## src/rtl/minibyte_bus_ctrl_if.sv

```systemverilog
// Signal bundle for the Minibyte bus controller: CPU handshake, demo-ROM port and chip-level bus pins.
// slave is the controller's own view; master is the view of the CPU/ROM/pad logic around it.
interface minibyte_bus_ctrl_if #(
   parameter int ADDR_W     = 7,
   parameter int DATA_W     = 8,
   parameter int ROM_ADDR_W = 5
);
   logic                  cpu_req_in;
   logic                  cpu_we_in;
   logic [ADDR_W-1:0]     cpu_addr_in;
   logic [DATA_W-1:0]     cpu_wdata_in;
   logic [DATA_W-1:0]     cpu_rdata_out;
   logic                  cpu_ready_out;
   logic                  cpu_err_out;
   logic                  rom_sel_in;
   logic [ROM_ADDR_W-1:0] rom_addr_out;
   logic [DATA_W-1:0]     rom_data_in;
   logic                  ext_ready_in;
   logic [ADDR_W-1:0]     bus_addr_out;
   logic                  bus_we_out;
   logic [DATA_W-1:0]     bus_data_in;
   logic [DATA_W-1:0]     bus_data_out;
   logic [DATA_W-1:0]     bus_oe_out;

   modport slave (
      input  cpu_req_in, cpu_we_in, cpu_addr_in, cpu_wdata_in,
      input  rom_sel_in, rom_data_in, ext_ready_in, bus_data_in,
      output cpu_rdata_out, cpu_ready_out, cpu_err_out, rom_addr_out,
      output bus_addr_out, bus_we_out, bus_data_out, bus_oe_out
   );

   modport master (
      output cpu_req_in, cpu_we_in, cpu_addr_in, cpu_wdata_in,
      output rom_sel_in, rom_data_in, ext_ready_in, bus_data_in,
      input  cpu_rdata_out, cpu_ready_out, cpu_err_out, rom_addr_out,
      input  bus_addr_out, bus_we_out, bus_data_out, bus_oe_out
   );
endinterface

```

## src/rtl/minibyte_bus_ctrl.sv

```systemverilog
// Sequenced memory/IO bus controller for the Minibyte core: setup, wait states, ready/timeout, ROM redirect.
// Define MINIBYTE_BUS_TURNAROUND_EN to add a bus-release TURN cycle after every external write.
module minibyte_bus_ctrl #(
   parameter int ADDR_W      = 7,
   parameter int DATA_W      = 8,
   parameter int ROM_ADDR_W  = 5,
   parameter int WAIT_CYCLES = 1,
   parameter int TIMEOUT     = 255
) (
   input  logic               clk_in,
   input  logic               rst_in,
   minibyte_bus_ctrl_if.slave io
);

   typedef enum logic [2:0] {
      S_IDLE,
      S_SETUP,
      S_WAIT,
      S_STROBE,
`ifdef MINIBYTE_BUS_TURNAROUND_EN
      S_DONE,
      S_TURN
`else
      S_DONE
`endif
   } state_t;

   state_t            state;
   state_t            next_state;

   logic [ADDR_W-1:0] lat_addr;
   logic              lat_we;
   logic              lat_rom;
   logic [3:0]        wait_cnt;
   logic [7:0]        to_cnt;

   logic [DATA_W-1:0] rdata_q;
   logic [DATA_W-1:0] wdata_q;
   logic [DATA_W-1:0] oe_q;
   logic              ready_q;
   logic              err_q;
   logic              we_q;

   logic              accept;
   logic              rom_read;
   logic              timeout_hit;
   logic              eff_we;

   logic              ready_d;
   logic              err_d;
   logic              we_d;
   logic              oe_d;
   logic              rdata_load;
   logic [DATA_W-1:0] rdata_d;

   assign accept      = (state == S_IDLE) && io.cpu_req_in;
   assign rom_read    = lat_rom && !lat_we;
   assign timeout_hit = (state == S_STROBE) && !io.ext_ready_in && (to_cnt == 8'(TIMEOUT - 1));
   // The access being set up on this edge uses the live CPU inputs, later cycles the latched copy.
   assign eff_we      = accept ? io.cpu_we_in : lat_we;

   always_ff @(posedge clk_in) begin
      if (rst_in) begin
         state <= S_IDLE;
      end else begin
         state <= next_state;
      end
   end

   always_comb begin
      next_state = state;
      case (state)
         S_IDLE:   if (io.cpu_req_in) next_state = S_SETUP;
         S_SETUP: begin
            if (rom_read)             next_state = S_DONE;
            else if (WAIT_CYCLES > 0) next_state = S_WAIT;
            else                      next_state = S_STROBE;
         end
         S_WAIT:   if (wait_cnt <= 4'd1) next_state = S_STROBE;
         S_STROBE: if (io.ext_ready_in || timeout_hit) next_state = S_DONE;
`ifdef MINIBYTE_BUS_TURNAROUND_EN
         S_DONE:   next_state = lat_we ? S_TURN : S_IDLE;
         S_TURN:   next_state = S_IDLE;
`else
         S_DONE:   next_state = S_IDLE;
`endif
         default:  next_state = S_IDLE;
      endcase
   end

   // Output values are computed for the state being entered so the registered pins line up with it.
   always_comb begin
      ready_d    = (next_state == S_DONE);
      err_d      = (next_state == S_DONE) && timeout_hit;
      we_d       = (next_state == S_STROBE) && lat_we;
      oe_d       = eff_we && (next_state inside {S_SETUP, S_WAIT, S_STROBE, S_DONE});
      rdata_load = 1'b0;
      rdata_d    = '0;
      if ((state == S_SETUP) && rom_read) begin
         rdata_load = 1'b1;
         rdata_d    = io.rom_data_in;
      end else if (timeout_hit) begin
         rdata_load = 1'b1;
         rdata_d    = '1;
      end else if ((state == S_STROBE) && io.ext_ready_in && !lat_we) begin
         rdata_load = 1'b1;
         rdata_d    = io.bus_data_in;
      end
   end

   always_ff @(posedge clk_in) begin
      if (rst_in) begin
         lat_addr <= '0;
         lat_we   <= 1'b0;
         lat_rom  <= 1'b0;
         wait_cnt <= '0;
         to_cnt   <= '0;
         rdata_q  <= '0;
         wdata_q  <= '0;
         oe_q     <= '0;
         ready_q  <= 1'b0;
         err_q    <= 1'b0;
         we_q     <= 1'b0;
      end else begin
         ready_q <= ready_d;
         err_q   <= err_d;
         we_q    <= we_d;
         oe_q    <= {DATA_W{oe_d}};
         if (rdata_load) rdata_q <= rdata_d;
         if (accept) begin
            lat_addr <= io.cpu_addr_in;
            lat_we   <= io.cpu_we_in;
            lat_rom  <= io.rom_sel_in;
            if (io.cpu_we_in) wdata_q <= io.cpu_wdata_in;
         end
         if (state == S_SETUP)     wait_cnt <= 4'(WAIT_CYCLES);
         else if (state == S_WAIT) wait_cnt <= wait_cnt - 4'd1;
         if (state != S_STROBE)    to_cnt <= '0;
         else if (!io.ext_ready_in) to_cnt <= to_cnt + 8'd1;
      end
   end

   assign io.cpu_rdata_out = rdata_q;
   assign io.cpu_ready_out = ready_q;
   assign io.cpu_err_out   = err_q;
   assign io.rom_addr_out  = lat_addr[ROM_ADDR_W-1:0];
   assign io.bus_addr_out  = lat_addr;
   assign io.bus_we_out    = we_q;
   assign io.bus_data_out  = wdata_q;
   assign io.bus_oe_out    = oe_q;

endmodule

```

## src/flat_wrapper.sv

```systemverilog
// flat-port wrapper written by rule: the top's interface ports become plain ports
module minibyte_bus_ctrl_flat 
#(
   parameter int ADDR_W      = 7,
   parameter int DATA_W      = 8,
   parameter int ROM_ADDR_W  = 5,
   parameter int WAIT_CYCLES = 1,
   parameter int TIMEOUT     = 255
)
  (clk_in, rst_in, io_cpu_req_in, io_cpu_we_in, io_cpu_addr_in, io_cpu_wdata_in, io_rom_sel_in, io_rom_data_in, io_ext_ready_in, io_bus_data_in, io_cpu_rdata_out, io_cpu_ready_out, io_cpu_err_out, io_rom_addr_out, io_bus_addr_out, io_bus_we_out, io_bus_data_out, io_bus_oe_out);
  minibyte_bus_ctrl_if #(.ADDR_W(ADDR_W), .DATA_W(DATA_W), .ROM_ADDR_W(ROM_ADDR_W)) io_i ();
  input  logic clk_in;
  input  logic rst_in;
  input wire logic [$bits(io_i.cpu_req_in)-1:0] io_cpu_req_in;
  input wire logic [$bits(io_i.cpu_we_in)-1:0] io_cpu_we_in;
  input wire logic [$bits(io_i.cpu_addr_in)-1:0] io_cpu_addr_in;
  input wire logic [$bits(io_i.cpu_wdata_in)-1:0] io_cpu_wdata_in;
  input wire logic [$bits(io_i.rom_sel_in)-1:0] io_rom_sel_in;
  input wire logic [$bits(io_i.rom_data_in)-1:0] io_rom_data_in;
  input wire logic [$bits(io_i.ext_ready_in)-1:0] io_ext_ready_in;
  input wire logic [$bits(io_i.bus_data_in)-1:0] io_bus_data_in;
  output wire logic [$bits(io_i.cpu_rdata_out)-1:0] io_cpu_rdata_out;
  output wire logic [$bits(io_i.cpu_ready_out)-1:0] io_cpu_ready_out;
  output wire logic [$bits(io_i.cpu_err_out)-1:0] io_cpu_err_out;
  output wire logic [$bits(io_i.rom_addr_out)-1:0] io_rom_addr_out;
  output wire logic [$bits(io_i.bus_addr_out)-1:0] io_bus_addr_out;
  output wire logic [$bits(io_i.bus_we_out)-1:0] io_bus_we_out;
  output wire logic [$bits(io_i.bus_data_out)-1:0] io_bus_data_out;
  output wire logic [$bits(io_i.bus_oe_out)-1:0] io_bus_oe_out;
  assign io_i.cpu_req_in = io_cpu_req_in;
  assign io_i.cpu_we_in = io_cpu_we_in;
  assign io_i.cpu_addr_in = io_cpu_addr_in;
  assign io_i.cpu_wdata_in = io_cpu_wdata_in;
  assign io_i.rom_sel_in = io_rom_sel_in;
  assign io_i.rom_data_in = io_rom_data_in;
  assign io_i.ext_ready_in = io_ext_ready_in;
  assign io_i.bus_data_in = io_bus_data_in;
  assign io_cpu_rdata_out = io_i.cpu_rdata_out;
  assign io_cpu_ready_out = io_i.cpu_ready_out;
  assign io_cpu_err_out = io_i.cpu_err_out;
  assign io_rom_addr_out = io_i.rom_addr_out;
  assign io_bus_addr_out = io_i.bus_addr_out;
  assign io_bus_we_out = io_i.bus_we_out;
  assign io_bus_data_out = io_i.bus_data_out;
  assign io_bus_oe_out = io_i.bus_oe_out;
  minibyte_bus_ctrl #(.ADDR_W(ADDR_W), .DATA_W(DATA_W), .ROM_ADDR_W(ROM_ADDR_W), .WAIT_CYCLES(WAIT_CYCLES), .TIMEOUT(TIMEOUT)) u_core (.clk_in(clk_in), .rst_in(rst_in), .io(io_i));
endmodule
```

## config.mk

```make
export PLATFORM = sky130hd
export DESIGN_NAME = minibyte_bus_ctrl_flat
export DESIGN_NICKNAME = d
export VERILOG_FILES = /design/src/rtl/minibyte_bus_ctrl_if.sv /design/src/rtl/minibyte_bus_ctrl.sv /design/src/flat_wrapper.sv
export SDC_FILE = /design/constraint.sdc
export NUM_CORES = 1
export LEC_CHECK = 0
export CAP_MARGIN = 20
export CORE_AREA = 2 2 68 70
export CTS_CLUSTER_SIZE = 40
export DETAILED_ROUTE_END_ITERATION = 10
export DIE_AREA = 0 0 70 72
export DONT_BUFFER_PORTS = 1
export PLACE_DENSITY = 0.62
export REMOVE_ABC_BUFFERS = 1
export SLEW_MARGIN = 10
export SYNTH_ARGS = -nofsm -noshare
export SYNTH_HDL_FRONTEND = slang
export SYNTH_SLANG_ARGS = --single-unit
```

## constraint.sdc

```tcl
create_clock -name clk_in -period 2.3 [get_ports clk_in]
set_clock_uncertainty 0.1 [all_clocks]
set_input_delay 0.345 -clock clk_in [delete_from_list [all_inputs] [get_ports clk_in]]
set_output_delay 0.345 -clock clk_in [all_outputs]
set_load 0.01 [all_outputs]
```

; Yosys cells after proc, flatten, opt, wreduce, memory -nomap -nowiden
; Cells that the tools add are included.
[totals]
reg_bits = 44
in_bits = 37
wordCells = 58
[classes]
n_addsub = 2
n_lt_le_gt_ge = 1
n_eq_ne = 9
muxes = 14
reduce_logical = 19
[op_table]
columns = cell, count
row1 = $mux W8, 3
row2 = $eq A3 B2 Y1 const B, 4
row3 = $mux W3, 4
row4 = $pmux W3 S4, 1
row5 = $logic_and A1 B1 Y1, 10
row6 = $add A8 B1 Y8 const B, 1
row7 = $eq A8 B8 Y1 const B, 1
row8 = $eq A3 B1 Y1 const B, 2
row9 = $mux W1, 6
row10 = $le A4 B1 Y1 const B, 1
row11 = $reduce_bool A4 Y1, 1
row12 = $reduce_or A2 Y1, 2
row13 = $sub A4 B1 Y4 const B, 1
row14 = $eq A3 B3 Y1 const B, 1
row15 = $logic_not A3 Y1, 1
row16 = $ne A3 B2 Y1 const B, 1
row17 = $logic_not A1 Y1, 2
row18 = $reduce_and A2 Y1, 1
row19 = $reduce_bool A2 Y1, 1
row20 = $logic_or A1 B1 Y1, 1

; Logic depth before layout (Yosys ltp)
; Gate-level depths: netlist of run 1.
[logic_depth]
depth_word = 9
mapped_depth = 6

; Worst setup path after synthesis of run 1
; OpenSTA, ideal clock, no wires.
[synth_path]
path_kind = flip-flop to flip-flop
from = register u_core.state[2]
to = register u_core.rdata_q[4] (netlist: u_core.io.cpu_rdata_out[4])
arrival_ns = 1.389
setup_slack_ns = 0.694
stages_incl_launch_ff = 7
period_less_slack_ns = 1.606
path_cell_list = dfxtp_1 > buf_4 > or3b_4 > nor2_8 > buf_8 > a21oi_1 > a32o_1
[synth_via]
elab_chain_cells = 6
word_cells_on_any_way = 13
cone_classes = eq/ne (2) / mux (6) / reduce/logical (5)
[synth_lines]
columns = element, line
row1 = start: declaration, minibyte_bus_ctrl.sv:28  ; state_t state;
row2 = start signal: assignment, minibyte_bus_ctrl.sv:66  ; state <= next_state;
row3 = $eq A3 B2 Y1, "minibyte_bus_ctrl.sv:58, minibyte_bus_ctrl.sv:105"
row4 = $logic_and A1 B1 Y1 (2 in series), minibyte_bus_ctrl.sv:105  ; end else if ((state == S_STROBE) && io.ext_ready_in && !lat_we) begin
row5 = $mux W8 / $mux W1 (equally long branches), minibyte_bus_ctrl.sv:105
row6 = $mux W8 / $mux W1 (equally long branches), minibyte_bus_ctrl.sv:102  ; end else if (timeout_hit) begin
row7 = $mux W8 / $mux W1 (equally long branches), minibyte_bus_ctrl.sv:99  ; if ((state == S_SETUP) && rom_read) begin
row8 = end signal: assignment, minibyte_bus_ctrl.sv:129  ; if (rdata_load) rdata_q <= rdata_d;
row9 = end: declaration, minibyte_bus_ctrl.sv:37  ; logic [DATA_W-1:0] rdata_q;
; Parallel ways exist; a longest one is shown, timed or not.
; A chain may end at the register's enable or synchronous reset.

; Worst setup path in the final report of run 1
[layout_path]
from = register u_core.state[0]
to = register u_core.rdata_q[5] (netlist: u_core.io.cpu_rdata_out[5])
; The elaborated chain is that of the path after synthesis.

==> flow_summary_export.csv, run 1 <==
group,metric,value,unit
run_status,status,"completed",
worst_setup_path,crit_family,"simple AND/OR/NAND/NOR gates",
pwr,power.density,759,nW/µm²
placed_design,pre_cts_ws,356,ps
worst_setup_path,crit_buf_inv,0,
cts,cts.sinks,44,
yosys,synth_area,2090,µm²
layout,regArea,881,µm²
layout,multi_input_area,986,µm²
hold_path,hold_class,"primary input to register",
grt,grt-ovfl-total,0,
timing,max_freq,519,MHz
worst_setup_path,startpoint_type,"register",
worst_setup_path,cp.arrival,2010,ps
layout,design_area,2120,µm²
die,row_count,24,
worst_setup_path,crit_required,2390,ps
layout,drive_gt1_frac,0.100,
detailed_routing,wirelength,4110,µm
placed_design,portBuffers,0,
detailed_routing,vias,1547,
cts,insertion_delay,290,ps
yosys,synth_cells,231,
yosys,synth_cell_types,44,
worst_setup_path,critPathCaptureType,"register",
timing,timing.final.crit_period,1930,ps
grt,first_global_vias,1572,
timing,rsz0062_at_grt,"false",
layout,fin_nets,261,
yosys,yosys_register_bits,44,
placed_design,post-dp-hpwl,2840,µm
yosys,syn_avg_cell_area,9.05,µm²
timing,drv_slew,0,
worst_setup_path,r2r_slack,370,ps
detailed_routing,drt_pass1_iterations,4,
pwr,max-vdd-ir-drop,0.000472,V
yosys,synthArstFlopShare,0,
yosys,yosys_warnings,0,
layout,num-fill-cells,436,
worst_setup_path,cp_num_cells,4,
yosys,synth-edff-count,0,
detailed_routing,dr.first_iter.drc_count,54,
detailed_routing,drc_errors,0,
placed_design,placed_area,2010,µm²
placed_design,place_congestion,0.714,
grt,antenna_found_initial,0,
worst_setup_path,r2r_end,"u_core.io.cpu_rdata_out[5]$_SDFFE_PP0P_",
timing,layout_setup_ws,373,ps
yosys,ys.flop_type,"dfxtp_1",
timing,timing.hold.ws,12.9,ps
cts,cts_root_buf,"clkbuf_8",
cts,path_clk_slew,70,ps
grt,grt_max_degree,34,
detailed_routing,wire_per_inst,15.1,µm
die,dieArea,5040,µm²
detailed_routing,viasPerCell,5.69,
timing,setup_viol,0,
detailed_routing,ant_nets,0,
pwr,leakage,0.908,nW
worst_setup_path,worst_r2r_path_depth,4,
worst_setup_path,cpMaxStageDelayCell,"dfxtp_1",
timing,relSlewSlack,0.479,
worst_setup_path,critPathCapture,"u_core.io.cpu_rdata_out[5]$_SDFFE_PP0P_",
worst_setup_path,critPathMaxFanout,9,
cts,cts_buffer_depth,2,
worst_setup_path,crit_path_start,"u_core.state[0]$_SDFF_PP0_",
layout,area_growth,1.56,%
cts,cts_setup_buffers,0,
grt,track_usage,0.173,
cts,cts_buffers,5,
cts,htree_levels,2,
layout,diodes,0,
timing,setup-tns-final,0,ps
die,die_x,70,µm
timing,tightest_slew,780,ps
die,die_h,72,µm
timing,period_share,0.838,
pwr,power,1.61,mW
worst_setup_path,crit_type,"register to register",
timing,hold_violations,0,
worst_setup_path,worstPathCellList,"nand3b_4 -> nor3b_2 -> nor3_2 -> a32o_1",
job,maxCapViolCount,0,
cts,cts_tree,"done",
die,io_pins,76,
grt,grt_first_pass_wirelength,7080,µm
die,core_area,4260,µm²
worst_setup_path,cpPeakStageDelay,550,ps
yosys,ys_seq_area_frac,0.421,
worst_setup_path,reg2reg_from,"u_core.state[0]$_SDFF_PP0_",
die,initial_utilization,0.490,
Yosys cell counts, types with 2 or more instances:
library cell,count,area [µm²]
nand3_1,12,60.1
clkbuf_1,4,15.0
buf_2,2,10.0
and3_1,2,12.5
nor2_1,11,41.3
xor2_1,5,43.8
nor3_2,2,20.0
buf_4,13,97.6
dfxtp_1,44,881
buf_6,3,33.8
nor2b_1,3,18.8
nor3_1,2,10.0
or3_1,4,25.0
a211o_1,8,70.1
a21oi_1,31,155
ha_1,4,50.1
a32o_1,8,80.1
nand2_1,27,101
inv_1,14,52.6
o21ai_0,7,35.0
o21a_1,2,15.0
cell type report:
| cell class | count | area share |
|---|---|---|
| Clock buffer | 7 | 0.0454 |
| Inverter | 14 | 0.0247 |
| Multi-Input combinational cell | 150 | 0.464 |
| Sequential cell | 44 | 0.415 |
| Tap cell | 52 | 0.0306 |
| Timing Repair Buffer | 5 | 0.0200 |
worst register-to-register path, stage by stage (launching register included):
cell,delay (ps)
dfxtp_1,550
nand3b_4,160
nor3b_2,510
nor3_2,200
a32o_1,300
registers in the layout, indices dropped and copies added, names as in the netlist:
signal	count
u_core.io.cpu_ready_out	1
u_core.to_cnt	8
u_core.io.bus_we_out	1
u_core.io.bus_oe_out	1
u_core.io.bus_addr_out	7
u_core.io.bus_data_out	8
u_core.wait_cnt	4
u_core.io.cpu_rdata_out	8
u_core.lat_rom	1
u_core.state	3
u_core.lat_we	1
u_core.io.cpu_err_out	1
power breakdown:
group	internal (mW)	switching, mW
clock network	0.267	0.241
registers	0.809	0.0720
logic	0.100	0.122
kinds of logic after synthesis:
| group | count (synthesis) | share of synthesized area |
|---|---|---|
| fa+ha+maj | 4 | 0.0239 |
| simple gates | 77 | 0.222 |
| flops | 44 | 0.421 |
| xor+xnor | 6 | 0.0251 |
| compound gates | 63 | 0.200 |
| buf+inv | 37 | 0.107 |
per-stage QoR:
stage	util	cells
floorplan	-	208
CTS	0.493	270
finish	0.498	272
detailed placement	0.471	263
global placement	0.471	263
global route	0.498	272
repair_timing:
item	4_1_cts	5_1_grt
gates resized for setup	0	0
endpoints found under the hold margin	0	8
endpoints found under the setup margin	0	0
hold buffers	0	2
layer usage:
metal / GRT usage / vias to the layer above / wire length [µm]
li1: - / 771 / -
met1: 0.208 / 730 / 1890
met2: 0.291 / 41 / 1930
met3: 0.0583 / 5 / 234
met4: 0.0577 / 0 / 51
met5: 0 / - / 0
cell usage in the layout (no fill, tap or decap), types with 7 or more instances in the layout:
cell / count
o21ai_0: 7
dfxtp_1: 44
inv_1: 14
a21oi_1: 31
nand2_1: 27
a211o_1: 8
nor2_1: 11
nand3_1: 12
a32o_1: 8
clkbuf_8: 7
worst min path at each step:
stage	depth (start not counted)	slack (ps)	startpoint	endpoint
final	1	10	rst_in	u_core.io.bus_data_out[1]$_SDFFE_PP0P_
after global routing	1	0.8	rst_in	u_core.io.bus_data_out[0]$_SDFFE_PP0P_
after CTS	1	0.3	rst_in	u_core.io.bus_data_out[7]$_SDFFE_PP0P_
after detailed placement	1	320	rst_in	u_core.io.bus_oe_out[0]$_SDFF_PP0_
after global placement	1	320	rst_in	u_core.io.bus_oe_out[0]$_SDFF_PP0_
after floorplan	1	310	rst_in	u_core.io.bus_oe_out[0]$_SDFF_PP0_
Note: power is estimated with default switching activity, not from simulation.
==> run 2, diff against run 1 <==
==> constraint.sdc (replaced) <==
create_clock -name clk_in -period 1.84 [get_ports clk_in]
set_clock_uncertainty 0.1 [all_clocks]
set_input_delay 0.276 -clock clk_in [delete_from_list [all_inputs] [get_ports clk_in]]
set_output_delay 0.276 -clock clk_in [all_outputs]
set_load 0.01 [all_outputs]
==> run 2 against run 1 <==
Against the previous run:
- register-to-register slack worse by 230 ps
- count of clock-buffer cells in the layout is 2 lower
- sequential power is 23% higher
- global-route usage hardly changed
- die area stayed put
- cell count is 4.4% higher
==> flow_summary_export.csv, run 2 (synthesis gave the netlist of run 1 again) <==
group,metric,value,unit
run_status,status,"completed",
layout,diodes,0,
grt,grt_first_pass_wirelength,7070,µm
detailed_routing,wirelength,4050,µm
layout,area_growth,6.82,%
layout,fin_nets,272,
placed_design,pre_cts_ws,138,ps
worst_setup_path,r2r_slack,150,ps
worst_setup_path,crit_family,"simple AND/OR/NAND/NOR gates",
die,dieArea,5040,µm²
die,initial_utilization,0.490,
layout,num-fill-cells,429,
timing,layout_setup_ws,148,ps
cts,path_clk_slew,80,ps
placed_design,place_congestion,0.729,
job,maxCapViolCount,0,
placed_design,portBuffers,0,
detailed_routing,dr.first_iter.drc_count,51,
cts,insertion_delay,300,ps
detailed_routing,drc_errors,0,
pwr,leakage,0.971,nW
timing,max_freq,591,MHz
timing,rsz0062_at_grt,"false",
hold_path,hold_class,"primary input to register",
timing,setup_viol,0,
timing,tightest_slew,972,ps
timing,timing.final.crit_period,1690,ps
pwr,power.density,960,nW/µm²
worst_setup_path,cpMaxStageDelayCell,"or4b_4",
layout,layout_commonest_cell,"dfxtp_1",
die,die_x,70,µm
cts,htree_levels,2,
worst_setup_path,startpoint_type,"register",
cts,cts_buffer_depth,2,
detailed_routing,vias,1568,
cts,cts.sinks,44,
placed_design,post-dp-hpwl,2830,µm
pwr,max-vdd-ir-drop,0.000559,V
die,die_h,72,µm
grt,grt-ovfl-total,0,
cts,cts_tree,"done",
grt,grt_max_degree,25,
worst_setup_path,cp.arrival,1800,ps
worst_setup_path,crit_required,1940,ps
timing,setup-tns-final,0,ps
cts,cts_buffers,5,
timing,relSlewSlack,0.350,
detailed_routing,ant_nets,0,
detailed_routing,viasPerCell,5.52,
worst_setup_path,cpPeakStageDelay,530,ps
detailed_routing,drt_pass1_iterations,4,
grt,antenna_found_initial,0,
worst_setup_path,critPathMaxFanout,8,
die,io_pins,76,
worst_setup_path,critPathCaptureType,"register",
layout,most-common-layout-cells,"44 x dfxtp_1, 31 x a21oi_1, 27 x nand2_1, 14 x inv_1, 13 x buf_4",
worst_setup_path,crit_buf_inv,1,
worst_setup_path,worstPathCellList,"buf_4 -> or4b_4 -> nor3_1 -> a21oi_1 -> nor3b_1",
die,core_area,4260,µm²
grt,first_global_vias,1534,
cts,cts_root_buf,"clkbuf_8",
grt,track_usage,0.173,
layout,drive_gt1_frac,0.147,
detailed_routing,wire_per_inst,14.3,µm
die,row_count,24,
timing,drv_slew,0,
worst_setup_path,crit_type,"register to register",
timing,hold_violations,0,
timing,period_share,0.920,
run 2: final timing paths:
path                          startpoint                                     end  cells past startpoint
max           u_core.state[0]$_SDFF_PP0_         u_core.io.bus_we_out$_SDFF_PP0_                      5
min                    io_cpu_addr_in[2]  u_core.io.bus_addr_out[2]$_SDFFE_PP0P_                      2
max reg2reg   u_core.state[0]$_SDFF_PP0_         u_core.io.bus_we_out$_SDFF_PP0_                      5
min reg2reg  u_core.lat_rom$_SDFFE_PP0P_             u_core.lat_rom$_SDFFE_PP0P_                      2
run 2: power by group:
group          leakage, nW  switching (mW)  internal [mW]
clock               0.0541           0.336          0.402
combinational        0.560           0.182          0.147
sequential           0.358          0.0658           1.01
total                0.971           0.583           1.56
run 2: per-layer routing:
| metal | vias up | track usage | wire (µm) |
|---|---|---|---|
| met5 | - | 0 | 0 |
| met4 | 0 | 0.0641 | 62 |
| li1 | 792 | - | - |
| met3 | 6 | 0.0556 | 216 |
| met1 | 731 | 0.222 | 1890 |
| met2 | 39 | 0.275 | 1880 |
run 2: timing repair:
item,4_1_cts,5_1_grt
hold endpoints to repair,24,0
setup buffers,0,0
hold buffers,2,0
gates resized for setup,0,0
setup endpoints to repair,0,0
run 2: final cells by class:
cell class | instances | area (µm²) | share of cell area
clock buffers | 5 | 68.8 | 0.0308
clock inverters | 3 | 42.5 | 0.0190
inverters | 14 | 52.6 | 0.0235
multi-input cells | 150 | 986 | 0.441
flip-flops and latches | 44 | 881 | 0.394
well taps | 52 | 65.1 | 0.0291
repair buffers | 16 | 138 | 0.0616
run 2: per-stage QoR:
stage / cells / hold slack [ps] / area, µm² / utilization / total power [mW]
final: 284 / 9.38 / 2230 / 0.524 / 2.14
after global routing: 284 / 4.19 / 2230 / 0.524 / 2.26
after CTS: 284 / 0.257 / 2230 / 0.524 / 2.16
after detailed placement: 274 / 247 / 2100 / 0.493 / 1.42
after global placement: 274 / 247 / 2100 / 0.493 / 1.41
after floorplan: 208 / 242 / 1920 / - / 1.32
==> run 3, diff against run 2 <==
--- a/config.mk
+++ b/config.mk
@@ -13,7 +13,6 @@
 export DONT_BUFFER_PORTS = 1
 export PLACE_DENSITY = 0.62
 export REMOVE_ABC_BUFFERS = 1
-export SLEW_MARGIN = 10
 export SYNTH_ARGS = -nofsm -noshare
 export SYNTH_HDL_FRONTEND = slang
 export SYNTH_SLANG_ARGS = --single-unit
==> results of run 3 <==
The final DEF is identical to that of run 2; final timing and power are the same.
